`src/rtl/select_pkg.sv`:
```
// Shared types and constants for the select_int32 block.
package select_pkg;
    localparam int WIDTH_DEF = 32;
    localparam int NIBBLES   = WIDTH_DEF / 4;
    localparam int CNT_W     = 6;
    localparam int K_W       = 5;
    localparam int IDX_W     = $clog2(NIBBLES);

    typedef enum logic [1:0] {
        IDLE,
        SCAN,
        DONE
    } state_t;
endpackage

```
`src/rtl/popcount_nibble.sv`:
```
// Combinational population count of a 4-bit nibble.
module popcount_nibble (
    input  logic [3:0] nib,
    output logic [2:0] cnt
);
    assign cnt = 3'(nib[0]) + 3'(nib[1]) + 3'(nib[2]) + 3'(nib[3]);
endmodule

```
`src/rtl/select_int32.sv`:
```
// Select (position of the K-th set bit) over a 32-bit word, one nibble per SCAN cycle.
// Optional macro SELECT_EARLY_EXIT_EN: finish on the first hit instead of constant 8-cycle latency.
module select_int32
    import select_pkg::*;
#(
    parameter int WIDTH = 32
) (
    input  logic             clk,
    input  logic             rst,
    input  logic [WIDTH-1:0] A,
    input  logic [K_W-1:0]   K,
    input  logic             in_valid,
    output logic             in_ready,
    output logic [WIDTH-1:0] Y,
    output logic             found,
    output logic             out_valid,
    input  logic             out_ready
);
    state_t state_reg, state_next;

    logic [WIDTH-1:0] a_reg;
    logic [K_W-1:0]   k_reg;
    logic [CNT_W-1:0] cnt_reg;
    logic [IDX_W-1:0] idx_reg;
    logic             hit_reg;
    logic [4:0]       y_reg;
    logic             found_reg;

    logic [3:0]       nib [NIBBLES];
    logic [3:0]       cur_nib;
    logic [2:0]       nib_pop;
    logic [CNT_W-1:0] cnt_sum;
    logic             nib_hit;
    logic             last_nib;
    logic             accept;
    logic [1:0]       rank;
    logic [1:0]       offset;
    logic [1:0]       seen;
    logic             taken;

    generate
        for (genvar gi = 0; gi < NIBBLES; gi++) begin : g_nib
            assign nib[gi] = a_reg[4*gi +: 4];
        end
    endgenerate

    assign cur_nib = nib[idx_reg];

    popcount_nibble u_popcount_nibble (
        .nib (cur_nib),
        .cnt (nib_pop)
    );

    // Running count tops out at 32, so CNT_W bits never wrap.
    assign cnt_sum  = cnt_reg + CNT_W'(nib_pop);
    assign nib_hit  = !hit_reg && (cnt_sum > CNT_W'(k_reg));
    assign last_nib = (idx_reg == IDX_W'(NIBBLES - 1));
    assign accept   = in_valid && (state_reg == IDLE);
    // On a hit K - count is 0..3, so modulo-4 arithmetic gives the exact rank.
    assign rank     = k_reg[1:0] - cnt_reg[1:0];

    always_comb begin
        offset = 2'd0;
        seen   = 2'd0;
        taken  = 1'b0;
        for (int i = 0; i < 4; i++) begin
            if (cur_nib[i]) begin
                if (!taken && (seen == rank)) begin
                    offset = 2'(i);
                    taken  = 1'b1;
                end
                seen = seen + 2'd1;
            end
        end
    end

    always_ff @(posedge clk or posedge rst) begin
        if (rst) begin
            state_reg <= IDLE;
        end else begin
            state_reg <= state_next;
        end
    end

    always_comb begin
        state_next = state_reg;
        case (state_reg)
            IDLE: begin
                if (in_valid) begin
                    state_next = SCAN;
                end
            end
            SCAN: begin
`ifdef SELECT_EARLY_EXIT_EN
                if (nib_hit || last_nib) begin
                    state_next = DONE;
                end
`else
                if (last_nib) begin
                    state_next = DONE;
                end
`endif
            end
            DONE: begin
                if (out_ready) begin
                    state_next = IDLE;
                end
            end
            default: state_next = IDLE;
        endcase
    end

    always_ff @(posedge clk or posedge rst) begin
        if (rst) begin
            a_reg     <= '0;
            k_reg     <= '0;
            cnt_reg   <= '0;
            idx_reg   <= '0;
            hit_reg   <= 1'b0;
            y_reg     <= '0;
            found_reg <= 1'b0;
        end else if (accept) begin
            a_reg     <= A;
            k_reg     <= K;
            cnt_reg   <= '0;
            idx_reg   <= '0;
            hit_reg   <= 1'b0;
            y_reg     <= '0;
            found_reg <= 1'b0;
        end else if (state_reg == SCAN) begin
            if (nib_hit) begin
                y_reg     <= {idx_reg, offset};
                found_reg <= 1'b1;
                hit_reg   <= 1'b1;
            end else if (!hit_reg) begin
                cnt_reg <= cnt_sum;
            end
            if (!last_nib) begin
                idx_reg <= idx_reg + IDX_W'(1);
            end
        end
    end

    assign in_ready  = (state_reg == IDLE);
    assign out_valid = (state_reg == DONE);
    assign found     = found_reg;
    assign Y         = {{(WIDTH-5){1'b0}}, y_reg};
endmodule

```
`config.mk`:
```
export PLATFORM = sky130hd
export DESIGN_NAME = select_int32
export DESIGN_NICKNAME = d
export VERILOG_FILES = /design/src/rtl/select_pkg.sv /design/src/rtl/popcount_nibble.sv /design/src/rtl/select_int32.sv
export SDC_FILE = /design/constraint.sdc
export NUM_CORES = 1
export LEC_CHECK = 0
export CAP_MARGIN = 40
export CORE_MARGIN = 2
export CORE_UTILIZATION = 50
export CTS_CLUSTER_DIAMETER = 40
export CTS_CLUSTER_SIZE = 40
export DETAILED_ROUTE_END_ITERATION = 8
export PLACE_DENSITY = 0.86
export SETUP_SLACK_MARGIN = 0.05
export SLEW_MARGIN = 25
export SYNTH_ARGS = -nofsm -noshare
export SYNTH_HDL_FRONTEND = slang
export SYNTH_HIERARCHICAL = 1
export SYNTH_SLANG_ARGS = --single-unit
```
`constraint.sdc`:
```
create_clock -name clk -period 5.8 [get_ports clk]
set_clock_uncertainty 0.05 [all_clocks]
set_input_delay 0.58 -clock clk [delete_from_list [all_inputs] [get_ports clk]]
set_output_delay 0.58 -clock clk [all_outputs]
set_load 0.005 [all_outputs]
```
# Yosys cells after proc, flatten, opt, wreduce, memory -nomap -nowiden
# Cells that the tools add are included.
# totals
output_inout_bits	35
reg_bits	54
word_cells	82
# op_classes
reduce_logical	17
mux	35
magnitude_cmp	2
n_addsub	8
bitwise	1
eq_ne	12
# op_table
operator	count
2-to-1 mux 6 bit	4
2-to-1 mux 2 bit	9
2-to-1 mux 5 bit	3
binary-select mux 4 bit (select 3 bit)	1
2-to-1 mux 1 bit	12
2-to-1 mux 3 bit	3
2-to-1 mux 4 bit	2
inequality test 2 x 1 -> 1 bit (second input constant)	4
adder 3 x 1 -> 3 bit	2
adder 6 x 3 -> 6 bit	1
equality test 2 bit	3
greater-than comparator 6 x 5 -> 1 bit	1
one-hot mux 2 bit (3 select lines)	1
AND reduction 3 bit	2
logical AND 1 bit	5
adder 2 x 1 -> 2 bit (second input constant)	2
>= comparator 4 bit (second input constant)	1
logical NOT 1 bit	4
logical NOT 2 bit	2
inequality test 2 bit (second input constant)	2
NOT 3 -> 4 bit	1
AND reduction 2 bit	2
nonzero test 2 bit	2
adder 3 x 1 -> 3 bit (second input constant)	1
5 further kinds	5

# Longest topological paths before layout
# logic_depth
ltp_word	20
depth_mapped	22
depth_no_buf	19

# By module
# The synthesis kept the hierarchy.
# modules_own_cells
mod	area_each_um2	cells_per_inst	seq_area_each_um2	n_inst
select_int32	3138.0	339	1351.3	1
popcount_nibble	63.8	8	0.0	1

# Worst setup path before layout
# No wires, ideal clock.
# synth_path
path_kind	register to register
start	reg idx_reg[0]
end	reg cnt_reg[4]
arrival_time_ns	4.442
path_slack_ns	1.230
setup_ns	0.078
path_buffers	1
path_stages_with_launch	20
required_time_ns	5.672
period_less_slack_ns	4.570
cell_sequence	dfrtp_1 > buf_6 > mux4_1 > mux2_2 > inv_1 > fa_1 > inv_1 > ha_1 > ha_1 > ha_1 > a21o_1 > a21oi_1 > xnor2_1 > ha_1 > o21ai_0 > a21oi_1 > o31ai_1 > nand3_1 > or3_1 > a21oi_1
# synth_via
elab_chain_len	12
word_cells_on_any_way	16
classes_between	4 x add/sub; 1 x order compare; 1 x eq/ne; 7 x mux; 1 x bitwise; 2 x reduce/logical
# synth_lines
element	line	text
start: declaration	select_int32.sv:24	logic [IDX_W-1:0] idx_reg;
start signal: assignment	select_int32.sv:139	idx_reg <= idx_reg + IDX_W'(1);
NOT 3 -> 4 bit (not written as such) (*)	select_int32.sv:47	assign cur_nib = nib[idx_reg];
binary-select mux 4 bit (select 3 bit) (*)	select_int32.sv:47	
2-to-1 mux 4 bit (not written as such) (*) (2 in series)	select_int32.sv:47	
via cur_nib[1]	select_int32.sv:30	logic [3:0] cur_nib;
adder 1 x 1 -> 2 bit (*)	popcount_nibble.sv:6	assign cnt = 3'(nib[0]) + 3'(nib[1]) + 3'(nib[2]) + 3'(nib[3]);
adder 3 x 1 -> 3 bit (*) (2 in series)	popcount_nibble.sv:6	
via nib_pop[1]	select_int32.sv:31	logic [2:0] nib_pop;
adder 6 x 3 -> 6 bit (*)	select_int32.sv:55	assign cnt_sum = cnt_reg + CNT_W'(nib_pop);
greater-than comparator 6 x 5 -> 1 bit or 2-to-1 mux 6 bit (tied branches)	select_int32.sv:56, select_int32.sv:135	
logical AND 1 bit or 2-to-1 mux 6 bit (tied branches)	select_int32.sv:56, select_int32.sv:131	
inequality test 2 x 1 -> 1 bit (no source line) or 2-to-1 mux 6 bit (tied branches)	-	
AND reduction 3 bit (no source line) or 2-to-1 mux 6 bit (tied branches)	-	
end signal: assignment	select_int32.sv:136	cnt_reg <= cnt_sum;
end: declaration	select_int32.sv:23	logic [CNT_W-1:0] cnt_reg;
# The timed path passes the listed nets; every way through them passes the cells marked *. The select of a mux whose other input is x is not followed.
# A chain may end at the register's enable or synchronous reset.

# Worst setup path in the final report
# Same ends and word-level chain as after synthesis.

==> flow_summary.ini <==
[synthesis]
synth-main-ff-cell = dfrtp_1
async_flop_share_pct = 100.0
yosysWarnings = 6
synth_common_cells = nand2_1 (114), dfrtp_1 (54), buf_4 (27)
synth_top_area_share_pct = 42.20
yosysTopAreaCell = dfrtp_1
synth_area_per_cell_um2 = 9.227
synth_area_leaders = dfrtp_1 (42%), nand2_1 (13%), buf_4 (6.3%)
synth_most_common_cell = nand2_1
syn_area_mm2 = 0.003202
seq_area_frac_synth_pct = 42.20
synth-edff-count = 0
ys_ff_latch = 54
ys_types = 45
netlist_instances = 347

[route]
routedWlPerCell_um = 13.98
drt-total-wl_um = 6541
vias_per_cell = 5.171
vias = 2420
drt-initial-drc-count = 127
drtAntennaViolNets = 0
drc = 0
drt_first_pass_iters = 4

[sta]
rsz0062_at_grt = no
fmax_mhz = 190.6
hold_viol_final = 0
fin_crit_sh_pct = 90.44
period_minus_slack_ns = 5.245
slew_headroom_pct = 56.44
drv_slew = 0
holdWs_ns = 0.4318
worstMarginPinSlew_ns = 0.6534
setup_viol = 0
setup_tns_ns = 0

[worst_setup_path]
r2r_end = cnt_reg[4]$_DFFE_PP0P_
required_ns = 5.99
reg2reg_slack_ns = 0.55
path_common_cell = ha_1
end_kind = flip-flop
arrival_ns = 5.44
cpMaxStageDelayCell = dfrtp_1
setup.worst_path.start_class = flip-flop
crit_path_cell_trace = mux4_1, mux2_2, inv_1, fa_1, inv_1, ha_1, ha_1, ha_1, a21o_1, a21oi_1, xnor2_1, ha_1, o21ai_0, a21oi_1, o31ai_1, nand3_1, or3_1, a21oi_1
reg2reg_depth = 18
setup.worst_path.class = reg -> reg
cp_max_fo = 12
cpPeakStageDelay_ns = 0.70
worstReg2RegStart = idx_reg[0]$_DFFE_PP0P_

[die]
die-height_um = 84.02
dieArea_mm2 = 0.007059
top_level_ports = 76
fp.coreArea_mm2 = 0.006277
rows = 29
initial_core_util_pct = 51.01
die-width_um = 84.02

[cts]
h-tree-depth = 2
clock_latency_ns = 0.31
clock_path_buffers = 2
cts.hold.buffers_added = 0
cts_tree = done
path_clk_slew_ns = 0.10
post-cts-setup-buffer-count = 0
cts_sinks = 54
cts_made_buffers = 5
post_cts_resized = 0
cts-root-buf = clkbuf_8

[power]
p_leak_uw = 0.001866
p_total_uw = 2521
ir_worst_vdd_mv = 0.2964
power_density_mw_per_mm2 = 676.7

[finish]
drive_above_1_share_pct = 7.417
antenna_cells = 0
instances_no_fill = 468
multi_input_area_mm2 = 0.001607
seq_area_mm2 = 0.001351
nets = 448
fillers = 548
largest_reg_flops = 32
areaGrowthSynthToFinish_pct = 16.37

[place]
io_buffer_count = 48
dp_cells = 459
gp_congestion = 0.8477
dp_hpwl_um = 4788

[min_path]
hold_end = a_reg[16]$_DFFE_PP0P_
hold_path.class = reg -> reg
holdPathStages = 2
hold_start = a_reg[16]$_DFFE_PP0P_

[status]
outcome = complete, no violations

[global_routing]
grt_max_degree = 55
antenna_found_initial = 0
grtUsageTotal_pct = 19.71
grt_pass1_wl_um = 11140
grt_pass1_vias = 2458
gr-total-overflow = 0

[flow_run]
cap_viol_max_count = 0
-- power by group --
part / switching [uW] / internal (uW)
Combinational: 842 / 755
Clock: 123 / 96.2
Sequential: 158 / 547
-- cells in the final DEF, fill, tap and decap left out, types with 2 or more instances in the layout --
cell type	count
nand2_1	114
dfrtp_1	54
clkdlybuf4s50_1	48
conb_1	27
o21ai_0	15
ha_1	15
inv_1	13
a21oi_1	11
nor2_1	9
mux2i_1	8
mux2_2	8
xnor2_1	6
nand3_1	6
clkbuf_8	6
a22o_1	5
mux4_2	4
buf_4	4
a21o_1	3
and3_1	3
nand2b_1	2
o31ai_1	2
mux4_1	2
or3_1	2
fa_1	2
-- critical path: cells and delay by family (launching register included) --
| kind | cells | cell delay [ns] |
|---|---|---|
| adders and majority gates | 5 | 1.37 |
| muxes | 2 | 1.01 |
| AOI/OAI and AO/OA | 6 | 0.95 |
| and+or+nand+nor | 2 | 0.74 |
| DFF | 1 | 0.70 |
| buffers and inverters | 2 | 0.19 |
| xor gates and xnor gates | 1 | 0.15 |
-- layer usage --
layer,routed length [um],track usage [%],vias up
li1,-,-,1178
met1,2581,23.51,1131
met2,3375,32.97,89
met3,341,4.352,22
met4,243,10.70,0
met5,0,0,-
-- cell families after synthesis --
family / Yosys count / share of synthesized area [%]
simple gates: 142 / 18.17
other cells: 1 / 0.1171
fa+ha+maj: 17 / 7.112
buf+inv: 57 / 10.67
flops: 54 / 42.20
xor+xnor: 8 / 2.618
mux: 22 / 9.770
compound gates: 46 / 9.339
-- through the flow --
| step | area (um2) | utilization [%] | worst slack, ns |
|---|---|---|---|
| final | 3726 | 59.36 | 0.5547 |
| after global routing | 3726 | 59.36 | 0.2286 |
| after CTS | 3715 | 59.18 | 0.6004 |
| after detailed placement | 3620 | 57.66 | 0.6009 |
| after global placement | 3617 | 57.62 | 0.8331 |
| after floorplan | 3299 | - | 1.230 |
-- cell type report --
class,count,share of cell area [%]
clock inverters,2,0.3358
multi-input cells,262,43.12
clock buffers,6,2.216
repair buffers,53,14.00
flip-flops and latches,54,36.27
well taps,77,2.586
inverters,14,1.478
-- how the worst max path moves through the flow --
stage / depth (start not counted) / endpoint / start / slack, ns
after floorplan: 19 / cnt_reg[4]$_DFFE_PP0P_ / idx_reg[0]$_DFFE_PP0P_ / 1.23
after global placement: 18 / cnt_reg[4]$_DFFE_PP0P_ / idx_reg[0]$_DFFE_PP0P_ / 0.83
after detailed placement: 18 / cnt_reg[4]$_DFFE_PP0P_ / idx_reg[0]$_DFFE_PP0P_ / 0.60
after CTS: 18 / cnt_reg[4]$_DFFE_PP0P_ / idx_reg[0]$_DFFE_PP0P_ / 0.60
after global routing: 18 / cnt_reg[4]$_DFFE_PP0P_ / idx_reg[0]$_DFFE_PP0P_ / 0.23
final: 18 / cnt_reg[4]$_DFFE_PP0P_ / idx_reg[0]$_DFFE_PP0P_ / 0.55
(Power assumes the default switching activity.)
